==> src/rtl/bram_arbiter.sv <==
// bram_arbiter: two requesters share one single-port BRAM (1-cycle registered read).
// Grants are round-robin by default; define BRAM_ARB_FIXED_PRIO_EN for fixed priority (A wins ties).
module bram_arbiter #(
    parameter int ADDR_WIDTH = 9,
    parameter int DATA_WIDTH = 128
) (
    input  logic                  clk,
    input  logic                  reset,
    input  logic                  a_req_valid,
    output logic                  a_req_ready,
    input  logic                  a_req_we,
    input  logic [ADDR_WIDTH-1:0] a_req_addr,
    input  logic [DATA_WIDTH-1:0] a_req_wdata,
    output logic                  a_rsp_valid,
    input  logic                  a_rsp_ready,
    output logic [DATA_WIDTH-1:0] a_rsp_data,
    input  logic                  b_req_valid,
    output logic                  b_req_ready,
    input  logic                  b_req_we,
    input  logic [ADDR_WIDTH-1:0] b_req_addr,
    input  logic [DATA_WIDTH-1:0] b_req_wdata,
    output logic                  b_rsp_valid,
    input  logic                  b_rsp_ready,
    output logic [DATA_WIDTH-1:0] b_rsp_data,
    output logic [ADDR_WIDTH-1:0] ram_addr,
    output logic [DATA_WIDTH-1:0] ram_i_data,
    output logic                  ram_w_e,
    output logic                  ram_r_e,
    input  logic [DATA_WIDTH-1:0] ram_o_data
);

    logic                  infl_a_q, infl_a_d;
    logic                  infl_b_q, infl_b_d;
    logic                  rsp_valid_a_q, rsp_valid_a_d;
    logic                  rsp_valid_b_q, rsp_valid_b_d;
    logic [DATA_WIDTH-1:0] rsp_data_a_q, rsp_data_a_d;
    logic [DATA_WIDTH-1:0] rsp_data_b_q, rsp_data_b_d;
    logic                  elig_a, elig_b;
    logic                  grant_a, grant_b;
`ifndef BRAM_ARB_FIXED_PRIO_EN
    logic                  rr_b_q, rr_b_d;
`endif

    // A port stays blocked from its read grant until the cycle after its response handshake.
    always_comb begin
        elig_a = a_req_valid & ~infl_a_q & ~rsp_valid_a_q;
        elig_b = b_req_valid & ~infl_b_q & ~rsp_valid_b_q;
`ifdef BRAM_ARB_FIXED_PRIO_EN
        grant_a = elig_a & ~reset;
`else
        grant_a = elig_a & (~elig_b | ~rr_b_q) & ~reset;
`endif
        grant_b = elig_b & ~grant_a & ~reset;
    end

    assign a_req_ready = grant_a;
    assign b_req_ready = grant_b;

    // With no grant the RAM address/data default to port A's fields.
    assign ram_addr   = grant_b ? b_req_addr  : a_req_addr;
    assign ram_i_data = grant_b ? b_req_wdata : a_req_wdata;
    assign ram_w_e    = (grant_a & a_req_we)  | (grant_b & b_req_we);
    assign ram_r_e    = (grant_a & ~a_req_we) | (grant_b & ~b_req_we);

    always_comb begin
        infl_a_d      = grant_a & ~a_req_we;
        infl_b_d      = grant_b & ~b_req_we;
        rsp_valid_a_d = rsp_valid_a_q;
        rsp_data_a_d  = rsp_data_a_q;
        rsp_valid_b_d = rsp_valid_b_q;
        rsp_data_b_d  = rsp_data_b_q;
        if (infl_a_q) begin
            rsp_valid_a_d = 1'b1;
            rsp_data_a_d  = ram_o_data;
        end else if (rsp_valid_a_q & a_rsp_ready) begin
            rsp_valid_a_d = 1'b0;
        end
        if (infl_b_q) begin
            rsp_valid_b_d = 1'b1;
            rsp_data_b_d  = ram_o_data;
        end else if (rsp_valid_b_q & b_rsp_ready) begin
            rsp_valid_b_d = 1'b0;
        end
    end

`ifndef BRAM_ARB_FIXED_PRIO_EN
    // Pointer names the port that wins the next tie: always the one just passed over.
    always_comb begin
        rr_b_d = rr_b_q;
        if (grant_a) begin
            rr_b_d = 1'b1;
        end else if (grant_b) begin
            rr_b_d = 1'b0;
        end
    end

    always_ff @(posedge clk or posedge reset) begin
        if (reset) begin
            rr_b_q <= 1'b0;
        end else begin
            rr_b_q <= rr_b_d;
        end
    end
`endif

    always_ff @(posedge clk or posedge reset) begin
        if (reset) begin
            infl_a_q      <= 1'b0;
            infl_b_q      <= 1'b0;
            rsp_valid_a_q <= 1'b0;
            rsp_valid_b_q <= 1'b0;
            rsp_data_a_q  <= '0;
            rsp_data_b_q  <= '0;
        end else begin
            infl_a_q      <= infl_a_d;
            infl_b_q      <= infl_b_d;
            rsp_valid_a_q <= rsp_valid_a_d;
            rsp_valid_b_q <= rsp_valid_b_d;
            rsp_data_a_q  <= rsp_data_a_d;
            rsp_data_b_q  <= rsp_data_b_d;
        end
    end

    assign a_rsp_valid = rsp_valid_a_q;
    assign a_rsp_data  = rsp_data_a_q;
    assign b_rsp_valid = rsp_valid_b_q;
    assign b_rsp_data  = rsp_data_b_q;

endmodule

==> config.mk <==
export PLATFORM = sky130hd
export DESIGN_NAME = bram_arbiter
export DESIGN_NICKNAME = d
export VERILOG_FILES = /design/src/rtl/bram_arbiter.sv
export SDC_FILE = /design/constraint.sdc
export NUM_CORES = 1
export LEC_CHECK = 0
export CAP_MARGIN = 15
export CELL_PAD_IN_SITES_DETAIL_PLACEMENT = 0
export CELL_PAD_IN_SITES_GLOBAL_PLACEMENT = 2
export CORE_AREA = 2 2 316 318
export CTS_CLUSTER_DIAMETER = 30
export DETAILED_ROUTE_END_ITERATION = 10
export DIE_AREA = 0 0 318 320
export PLACE_DENSITY = 0.48
export SLEW_MARGIN = 10
export SYNTH_ARGS = -nofsm -noshare
export SYNTH_HDL_FRONTEND = slang
export SYNTH_SLANG_ARGS = --single-unit
==> constraint.sdc <==
create_clock -name clk -period 13.6 [get_ports clk]
set_clock_uncertainty 0.2 [all_clocks]
set_input_delay 2.72 -clock clk [delete_from_list [all_inputs] [get_ports clk]]
set_output_delay 2.72 -clock clk [all_outputs]
set_load 0.05 [all_outputs]
Word level (Yosys, flattened, before mapping):

Cells that the tools add are included.

* muxes and demuxes: 8
* bitwise logic cells: 27
* reductions and logical operators: 3

Operators by type and width (count)
* two-way mux 128 bit: 1
* bitwise AND 1 bit: 14
* NOT 1 bit: 10
* two-way mux 9 bit: 1
* two-way mux 1 bit: 6
* nonzero test 2 bit: 3
* OR 1 bit: 3

* flip-flop bits (word level): 261
* logic and storage cells: 45

Depth between registers and ports, before layout:

* depth after elaboration: 12
* mapped depth: 5
* gate-level depth less buffers: 3

Worst setup path before layout:

No wires, ideal clock.

* path kind: input to output
* start point: input port reset
* end point: output port ram_i_data[120]
* data arrival time: 9886 ps
* path slack: 794 ps
* stages on the path: 5
* buffers on the path: 2
* cell sequence: inv_1 > o2111a_1 > buf_6 > buf_6 > mux2_1

* cells in the longest elaborated chain, start to end: 6

RTL lines
* from (decl): line 8 `input logic reset,`
* NOT 1 bit *: line 51, 53
* bitwise AND 1 bit: line 51 `grant_a = elig_a & (~elig_b | ~rr_b_q) & ~reset;`
* NOT 1 bit: line 53 `grant_b = elig_b & ~grant_a & ~reset;`
* bitwise AND 1 bit: line 53
* bitwise AND 1 bit *: line 53
* via b_req_ready: line 18 `output logic b_req_ready,`
* two-way mux 128 bit *: line 61 `assign ram_i_data = grant_b ? b_req_wdata : a_req_wdata;`
* to (decl): line 26 `output logic [DATA_WIDTH-1:0] ram_i_data,`

The timed path passes the listed nets; every way through them passes the cells marked *.

Final worst setup path:

* start point: input port reset
* end point: output port ram_i_data[3]

* cells in the longest elaborated chain, start to end: 6

RTL lines (line)
* NOT 1 bit *: 51, 53
* bitwise AND 1 bit: 51
* NOT 1 bit: 53
* bitwise AND 1 bit: 53
* bitwise AND 1 bit *: 53
* two-way mux 128 bit *: 61

Every way passes the cells marked *; elsewhere a longest branch is shown, timed or not.

==> reports/qor.yml <==
synth_top_family_by_area: "multiplexers"
path_clk_slew_ns: 0.04
worstSetupPathType: "primary input to output port"
cts_buffers: 76
grt_max_degree: 104
fp.dieW_um: 318
crit_family: "buffers and inverters"
first_global_vias: 11100
finalMaxSlewViolations: 0
via_count: 10100
crit_arrival_ns: 6.48
relSlewSlack: 0.392
crit_end: "ram_i_data[3]"
cpPeakStageDelay_ns: 1.00
dieArea_sq_um: 102000
regArea_sq_um: 6540
layout-drive-gt1-share: 0.268
grt.overflow.total: 0
drt_iter0_markers: 313
postCtsHoldBufs: 0
gp_congestion: 0.934
crit_path_start_kind: "primary input"
p_total_w: 0.00512
cts_tree: "done"
tns_ns: 0
synthMuxAreaShare: 0.392
holdWs_ns: 0.297
synth_area_sq_um: 11300
reg2regPathDepth: 4
timing.critical_path.cells: "clkdlybuf4s50_1, inv_8, o2111a_4, buf_12, mux2_2, clkdlybuf4s50_1"
worstSkewPairLatency_ns: 0.57
vias_per_cell: 3.45
wirelength_um: 88600
cts_sinks: 261
dp_cells: 2777
rr_endpoint: "a_rsp_data[5]$_DFFE_PP0P_"
final_cells: 2921
groute.usage.overall: 0.170
netlist_instances: 716
die_y_um: 320
synthAdderAreaFrac: 0
cp_num_buf_inv: 4
worst_pin_slew_ns: 0.913
powerDensity_nw_per_um2: 218
reg2reg_from: "infl_a_q$_DFF_PP0_"
cpMostUsedCell: "clkdlybuf4s50_1"
cts.repair.resized: 0
io_pins: 809
syn2layout_area_growth_pct: 108
firstDrtPassIters: 5
max_freq_mhz: 106
grt_pass1_wl_um: 115000
htree_levels: 3
hold_viol: 0
ant_nets: 0
synth_cell_types: 16
status: "finished clean"
cts_setup_buffers: 0
final_nets: 1978
cp.depth: 6
end_kind: "output port"
fin_crit_sh: 0.691
grt_setup_unrepaired: "no"
ys_seq_area_frac: 0.577
final-setup-viol-count: 0
synth_simple_gate_area_share: 0.00320
ff2ff_setup_slack_ns: 10.25
post-route-min-period_ns: 9.40
core_sq_um: 98000
floorplan.initialDensity: 0.116
final_cell_mix: "clkdlybuf4s50_1, mux2_2, dfrtp_1"
row_count: 115
p_leak_nw: 9.18
ys_warn_count: 0
wl_per_cell_um: 30.3
hpwl_um: 76000
cp_slowest_cell: "clkdlybuf4s50_1"
cts-root-buf: "clkbuf_16"
multi_input_area_sq_um: 4530
ys_seq_elements: 261
antenna_found_initial: 43
num-fill-cells: 10200
maxCapViolations: 0
min_path_type: "register to register"
crit_fanout: 103
cts_buffer_depth: 3
final_common_cell: "clkdlybuf4s50_1"
portBuffers: 808
post_synth.cell_area_avg_sq_um: 15.8
synth_compound_area_frac: 0.00464
vdd_drop_max_uv: 127
cp.required_ns: 10.68
drc: 0
synth-xor-area-share: 0
syn_nets: 1126
setup.worst_path.start: "reset"
hp-start: "b_rsp_data[16]$_DFFE_PP0P_"
[stage by stage]
stage,utilization,instance area [sq um],setup WS (ns)
floorplan,-,11300,0.794
global placement,0.213,20900,4.05
detailed placement,0.213,20900,4.01
CTS,0.240,23500,4.01
global route,0.240,23500,3.99
finish,0.240,23500,4.20
[worst reg2reg max path: cells and delay by family, from the launching register on]
kind | cells | cell delay (ns)
multiplexers | 1 | 0.53
buffers and inverters | 3 | 2.02
flip-flops | 1 | 0.48
[cells in the mapped netlist, drive strengths merged]
library cell  count  share of area
a21o              2         0.0013
or4b              1        0.00088
nor2              2        0.00066
o2bb2ai           1        0.00077
o2111a            1        0.00099
buf              19          0.014
inv               6         0.0020
and2              1        0.00055
and4              1        0.00077
dfrtp           261           0.58
mux2            394           0.39
clkbuf           24         0.0080
nand2             1        0.00033
a31o              2         0.0015
[how the worst min path moves through the flow]
stage | endpoint | slack [ns] | cells after the start
5_1_grt | b_rsp_data[32]$_DFFE_PP0P_ | 0.31 | 1
3_3_place_gp | a_rsp_data[12]$_DFFE_PP0P_ | 0.29 | 1
3_5_place_dp | b_rsp_data[37]$_DFFE_PP0P_ | 0.29 | 1
4_1_cts | a_rsp_data[73]$_DFFE_PP0P_ | 0.30 | 1
2_1_floorplan | rr_b_q$_DFFE_PP0P_ | 0.38 | 3
6_report | b_rsp_data[16]$_DFFE_PP0P_ | 0.30 | 1
[cell families after synthesis]
logic type | count (synthesis)
flops | 261
buf+inv | 49
mux | 394
compound gates | 6
simple gates | 6
[cell type report]
| type | instances | share of cell area |
|---|---|---|
| multi-input combinational | 406 | 0.193 |
| clock buffer | 102 | 0.0915 |
| antenna | 7 | 0.000745 |
| inverter | 6 | 0.00128 |
| timing repair buffer | 817 | 0.347 |
| clock inverter | 35 | 0.0197 |
| tap | 1287 | 0.0685 |
| sequential | 261 | 0.278 |
[layer usage]
layer  global-route usage  up-vias  part of all wire
li1                     -     4329                 -
met1                0.207     5128              0.42
met2                0.287      476              0.48
met3               0.0659      119             0.083
met4               0.0273       14             0.013
met5                    0        -            0.0010
[where the power goes]
part | total [W] | internal [W] | switching, W
logic | 0.00218 | 0.000771 | 0.00141
clock network | 0.00179 | 0.00128 | 0.000508
registers | 0.00115 | 0.00102 | 0.000129
total | 0.00512 | 0.00308 | 0.00204
[registers in the layout, indices dropped and copies added (netlist names)]
signal       cells
rr_b_q           1
a_rsp_valid      1
a_rsp_data     128
infl_a_q         1
b_rsp_valid      1
b_rsp_data     128
infl_b_q         1
Power figures use the tool's default switching activity.
